`src/rtl/fibo_pkg.sv`:
```
// Shared encodings for the Fibonacci sequencer and the ALU it drives.
package fibo_pkg;

    localparam logic [2:0] FN_PASSX = 3'b000;
    localparam logic [2:0] FN_PASSY = 3'b001;
    localparam logic [2:0] FN_ONE   = 3'b010;
    localparam logic [2:0] FN_DEC   = 3'b011;
    localparam logic [2:0] FN_ADD   = 3'b100;

    typedef enum logic [2:0] {
        IDLE  = 3'd0,
        INIT  = 3'd1,
        CHECK = 3'd2,
        ADD   = 3'd3,
        SHIFT = 3'd4,
        DEC   = 3'd5,
        DONE  = 3'd6
    } state_t;

endpackage

```
`src/rtl/fibo_ctrl.sv`:
```
// Fibonacci sequencer: one ALU op per cycle, done at 3+4n cycles after start acceptance.
// No backpressure; start is sampled only in IDLE and ignored otherwise.
module fibo_ctrl
    import fibo_pkg::*;
#(
    parameter int WIDTH = 10
) (
    input  logic             clk,
    input  logic             rst,
    input  logic             start,
    input  logic [WIDTH-1:0] n_in,
    output logic             busy,
    output logic             done,
    output logic [WIDTH-1:0] result,
    output logic             ovf,
    output logic [2:0]       alu_fn,
    output logic [WIDTH-1:0] alu_x,
    output logic [WIDTH-1:0] alu_y,
    input  logic [WIDTH-1:0] alu_z
);

    state_t           state_q, state_d;
    logic [WIDTH-1:0] a_q, a_d, b_q, b_d, t_q, t_d, cnt_q, cnt_d;
    logic [WIDTH-1:0] result_q, result_d;
    logic             a_wrap_q, a_wrap_d, b_wrap_q, b_wrap_d, t_wrap_q, t_wrap_d;
    logic             ovf_q, ovf_d, busy_q, busy_d, done_q, done_d;

    // ALU drive is decoded from the current state so alu_z is usable in the same cycle.
    always_comb begin
        alu_fn = FN_PASSX;
        alu_x  = '0;
        alu_y  = '0;
        unique case (state_q)
            INIT:    alu_fn = FN_ONE;
            CHECK:   alu_x  = cnt_q;
            ADD: begin
                alu_fn = FN_ADD;
                alu_x  = a_q;
                alu_y  = b_q;
            end
            SHIFT:   alu_x  = b_q;
            DEC: begin
                alu_fn = FN_DEC;
                alu_x  = cnt_q;
            end
            default: ;
        endcase
    end

    always_comb begin
        state_d  = state_q;
        a_d      = a_q;
        b_d      = b_q;
        t_d      = t_q;
        cnt_d    = cnt_q;
        a_wrap_d = a_wrap_q;
        b_wrap_d = b_wrap_q;
        t_wrap_d = t_wrap_q;
        result_d = result_q;
        ovf_d    = ovf_q;
        unique case (state_q)
            IDLE: begin
                if (start) begin
                    cnt_d    = n_in;
                    a_d      = '0;
                    a_wrap_d = 1'b0;
                    b_wrap_d = 1'b0;
                    state_d  = INIT;
                end
            end
            INIT: begin
                b_d     = alu_z;
                state_d = CHECK;
            end
            CHECK:   state_d = (cnt_q == '0) ? DONE : ADD;
            ADD: begin
                t_d      = alu_z;
                t_wrap_d = (alu_z < a_q) | a_wrap_q | b_wrap_q;
                state_d  = SHIFT;
            end
            SHIFT: begin
                a_d      = alu_z;
                b_d      = t_q;
                a_wrap_d = b_wrap_q;
                b_wrap_d = t_wrap_q;
                state_d  = DEC;
            end
            DEC: begin
                cnt_d   = alu_z;
                state_d = CHECK;
            end
            DONE: begin
                result_d = a_q;
                ovf_d    = a_wrap_q;
                state_d  = IDLE;
            end
            default: state_d = IDLE;
        endcase
        busy_d = (state_d != IDLE);
        done_d = (state_d == DONE);
    end

    always_ff @(posedge clk) begin
        if (rst) begin
            state_q  <= IDLE;
            a_q      <= '0;
            b_q      <= '0;
            t_q      <= '0;
            cnt_q    <= '0;
            a_wrap_q <= 1'b0;
            b_wrap_q <= 1'b0;
            t_wrap_q <= 1'b0;
            result_q <= '0;
            ovf_q    <= 1'b0;
            busy_q   <= 1'b0;
            done_q   <= 1'b0;
        end else begin
            state_q  <= state_d;
            a_q      <= a_d;
            b_q      <= b_d;
            t_q      <= t_d;
            cnt_q    <= cnt_d;
            a_wrap_q <= a_wrap_d;
            b_wrap_q <= b_wrap_d;
            t_wrap_q <= t_wrap_d;
            result_q <= result_d;
            ovf_q    <= ovf_d;
            busy_q   <= busy_d;
            done_q   <= done_d;
        end
    end

    assign busy   = busy_q;
    assign done   = done_q;
    assign result = result_q;
    assign ovf    = ovf_q;

endmodule
```
`config.mk`:
```
export PLATFORM = sky130hd
export DESIGN_NAME = fibo_ctrl
export DESIGN_NICKNAME = d
export VERILOG_FILES = /design/src/rtl/fibo_pkg.sv /design/src/rtl/fibo_ctrl.sv
export SDC_FILE = /design/constraint.sdc
export NUM_CORES = 1
export LEC_CHECK = 0
export ABC_AREA = 1
export CAP_MARGIN = 10
export CORE_MARGIN = 5
export CORE_UTILIZATION = 46
export DETAILED_ROUTE_END_ITERATION = 8
export PLACE_DENSITY = 0.76
export SLEW_MARGIN = 20
export SYNTH_ARGS = -nofsm -noshare
export SYNTH_HDL_FRONTEND = slang
export SYNTH_SLANG_ARGS = --single-unit
```
`constraint.sdc`:
```
create_clock -name clk -period 1.4 [get_ports clk]
set_clock_uncertainty 0.2 [all_clocks]
set_input_delay 0.28 -clock clk [delete_from_list [all_inputs] [get_ports clk]]
set_output_delay 0.28 -clock clk [all_outputs]
set_load 0.005 [all_outputs]
```
# Yosys cells after proc, flatten, opt, wreduce, memory -nomap -nowiden
# Index checks and enable logic that the tools add are counted.
# op_classes
eq_ne	8
n_bitwise	2
reduce_logical	10
n_lt_le_gt_ge	1
n_mux	14
# ops
operator	count
$pmux W10 S2	3
$mux W10	3
$pmux W10 S3	1
$pmux W3 S5	1
$eq A3 B3 Y1 const B	4
$logic_not A10 Y1	1
$lt A10 B10 Y1	1
$pmux W3 S3	1
$eq A3 B2 Y1 const B	2
$mux W3	2
$reduce_bool A2 Y1	3
$pmux W1 S2	2
$reduce_and A2 Y1	2
$reduce_or A2 Y1	2
$eq A3 B1 Y1 const B	1
$logic_not A3 Y1	1
$reduce_bool A3 Y1	1
$ne A2 B2 Y1 const B	1
$or A1 B1 Y1	2
$mux W1	1
# totals
output_inout_bits	36
ff_bits	59

# Logic depth before layout (Yosys ltp)
# depth
depth_word	4
mapped_depth	9
mapped_depth_nobuf	9

# Least setup slack after synthesis
# Ideal clock, no wire load.
# synth_path
kind	register -> output
from	reg state_q[1]
to	out alu_x[0]
stages_incl_launch_ff	7
path_slack_ps	-137
arrival_ps	1057
required_ps	920
path_cell_list	dfxtp_1 > nor2_2 > nand2_2 > inv_2 > buf_4 > nand2_1 > a31oi_1
# synth_between
elab_chain_cells	3
# synth_rtl
item	line	source
from (decl)	fibo_ctrl.sv:22	state_t state_q, state_d;
from (signal assigned)	fibo_ctrl.sv:118	state_q <= state_d;
$eq A3 B3 Y1 or $eq A3 B2 Y1 (tied branches)	fibo_ctrl.sv:33	unique case (state_q)
$reduce_or A2 Y1 (no source line)	n/a	
$pmux W10 S3 (*)	fibo_ctrl.sv:33	
to (decl)	fibo_ctrl.sv:17	output logic [WIDTH-1:0] alu_x,
# Every way passes the cells marked *; elsewhere a longest branch is shown, timed or not.

# Worst setup path in the final report
# layout_path
from	reg state_q[1]
to	out alu_x[4]
# The elaborated chain is that of the path after synthesis.

==> impl_metrics.json <==
{
  "finalSetupViolCount": 72,
  "crit_type": "reg2out",
  "root_buffer": "clkbuf_8",
  "power_density_nw_per_um2": 990.5,
  "fin_nets": 592,
  "drv_cap": 0,
  "rows": 29,
  "antenna_found_initial": 0,
  "antennaDiodeCount": 0,
  "grt_max_degree": 23,
  "max-vdd-ir-drop_uv": 843.7,
  "antenna_left": 0,
  "viasPerCell": 6.296,
  "synth_flop_cell": "dfxtp_1",
  "yosys.area_share.simple_pct": 20.92,
  "tns_ns": -26.40,
  "crit_path_top_delay_cell": "dfxtp_4",
  "synth_top_family_by_area": "compound AO/OA/AOI/OAI gates",
  "total_leakage_power_nw": 2.116,
  "drt_iter0_drc": 696,
  "violations": "negative setup slack",
  "synth_nets": 457,
  "core-area_um2": 6241,
  "layout.cells.most_common": "nand2_1",
  "die_h_um": 89.34,
  "worstHoldPathType": "reg2reg",
  "dp_slack_ns": -0.7019,
  "crit_buf_inv": 3,
  "gp_congestion": 0.8370,
  "cts.hold.buffers_added": 0,
  "nFillCells": 309,
  "overflow": 0,
  "synth_cell_types": 23,
  "multi_input_area_um2": 2003,
  "final_cell_mix": "nand2_1, buf_4, inv_1",
  "insertion_delay_ns": 0.35,
  "htreeDepth": 3,
  "track_usage_pct": 27.99,
  "yosysSeqAreaShare_pct": 40.80,
  "port_buffers": 58,
  "async_reset_ff_share_pct": 0,
  "clockBufferDepth": 2,
  "die_x_um": 89.34,
  "synth_edf_count": 0,
  "fmax_ghz": 0.4643,
  "outcome": "finished, violations left",
  "ff_latch_area_um2": 1214,
  "cts_tree": "done",
  "pin_count": 59,
  "ys_top_cells_by_area": "dfxtp_1, nand2_1, a21oi_1, o21ai_0, inv_1",
  "drv_slew": 0,
  "cp_data_required_time_ns": 0.92,
  "path_delay_family": "flip-flops",
  "dp_hpwl_um": 6591,
  "vias": 4036,
  "area_growth_syn_to_layout_pct": 77.57,
  "cts.clk_slew.worst_paths_ns": 0.07,
  "syn_inst": 424,
  "wirelength_um": 14950,
  "synth.yosys.warnings": 0,
  "drcViolationCount": 0,
  "synth.largest_area_cell": "dfxtp_1",
  "period_needed_ns": 2.154,
  "critPathMaxFanout": 6,
  "synth_top_area_share_pct": 40.80,
  "grt_first_pass_wirelength_um": 16640,
  "cp.arrival_ns": 1.67,
  "finalCritPeriodShare_pct": 153.8,
  "numCtsBuffers": 9,
  "drive_gt1_share_pct": 46.10,
  "startpoint_type": "flip-flop",
  "wl_per_cell_um": 23.32,
  "crit_path_max_incr_delay_ns": 0.38,
  "grt_pass1_vias": 3338,
  "synth_xor_xnor_area_share_pct": 0,
  "timing.final.ws_setup_ns": -0.7539,
  "path_cells": "buf_6, nor2_4, nand2_8, inv_6, nand2_1, a31oi_1, buf_2",
  "firstDrtPassIters": 6,
  "muxShareOfSynthArea_pct": 0,
  "post_synth.cell_area_avg_um2": 6.828,
  "synth_area_um2": 2895,
  "tightest_slew_ns": 0.3575,
  "slew_headroom_pct": 76.17,
  "crit_path_end_kind": "primary output",
  "finalHoldViolCount": 0,
  "start_util_pct": 46.39,
  "ys_seq_elements": 59,
  "die-area_um2": 7981,
  "synthAdderAreaFrac_pct": 4.322,
  "rsz0062_at_grt": "true",
  "synth-compound-area-share_pct": 22.30,
  "cts.sinks": 59
}
[worst reg2reg max path, delay by kind of cell (launching register included)]
family                 cells  cell delay (ns)
buffers and inverters      6             0.79
DFF                        1             0.37
and+or+nand+nor            3             0.28
AOI/OAI and AO/OA          1             0.20
[cell usage after synthesis (all sizes together), types with 2 or more instances]
cell type / count
nor2: 43
a21oi: 49
dfxtp: 59
ha: 10
nand3: 8
nand2: 99
clkinv: 2
buf: 12
clkbuf: 8
a31oi: 11
inv: 57
o21ai: 64
[power by group]
part / internal (W) / total (W) / switching, W / leakage, nW
registers: 0.00181 / 0.00196 / 0.000149 / 0.490
logic: 0.000679 / 0.00161 / 0.000929 / 1.54
clock network: 0.000797 / 0.00153 / 0.000731 / 0.0908
total: 0.00328 / 0.00509 / 0.00181 / 2.12
[per-layer routing]
metal  vias up  share of wire [%]  track usage [%]
li1       1634                  -                -
met4         0                8.1            16.37
met3       143                 12            6.912
met5         -                  0                0
met1      1849                 34            32.29
met2       410                 47            46.82
[path summary, 6_finish.rpt]
kind              startpoint  cells past startpoint  slack [ns]   endpoint
setup / recovery  state_q[1]                      7       -0.75   alu_x[4]
hold / removal     result[4]                      2        0.25  result[4]
setup reg to reg  state_q[2]                     10       -0.50     b_q[2]
hold reg to reg    result[4]                      2        0.25  result[4]
[cells by family (layout without fill, tap and decap cells)]
logic type,after synthesis,after routing
AOI/OAI and AO/OA,125,125
and+or+nand+nor,151,152
buffers and inverters,79,218
DFF,59,59
adders and majority gates,10,10
[final cells by class]
class                      count  area share, %
inverter                      59          5.086
clock buffer                  13          3.310
timing repair inverter         2         0.3407
clock inverter                 3         0.3894
timing repair buffer         141          26.43
sequential                    59          23.61
tap                           77          1.874
multi-input combinational    287          38.96
[through the flow]
| stage | total power (W) | instance area, um2 | util (%) | std cells | hold WS [ns] |
|---|---|---|---|---|---|
| after detailed placement | 0.002894 | 3931 | 62.99 | 595 | 0.2402 |
| final | 0.005092 | 5141 | 82.38 | 641 | 0.2489 |
| after floorplan | 0.002442 | 2935 | - | 424 | 0.1491 |
| after global placement | 0.002864 | 3931 | 62.99 | 595 | 0.2332 |
| after CTS | 0.004539 | 4447 | 71.25 | 628 | 0.2478 |
| after global routing | 0.005195 | 5141 | 82.38 | 641 | 0.2655 |
[what timing repair did]
action	4_1_cts	5_1_grt
cloned	5	7
setup buffers	12	13
setup endpoints to repair	76	90
resized for setup	190	164
pin swaps	15	36
[sequential cells by signal (all words and copies together) (netlist names), 3 cells and up]
name	cells
a_q	10
b_q	10
cnt_q	10
result	10
t_q	10
state_q	3
Note: power is estimated with default switching activity, not from simulation.
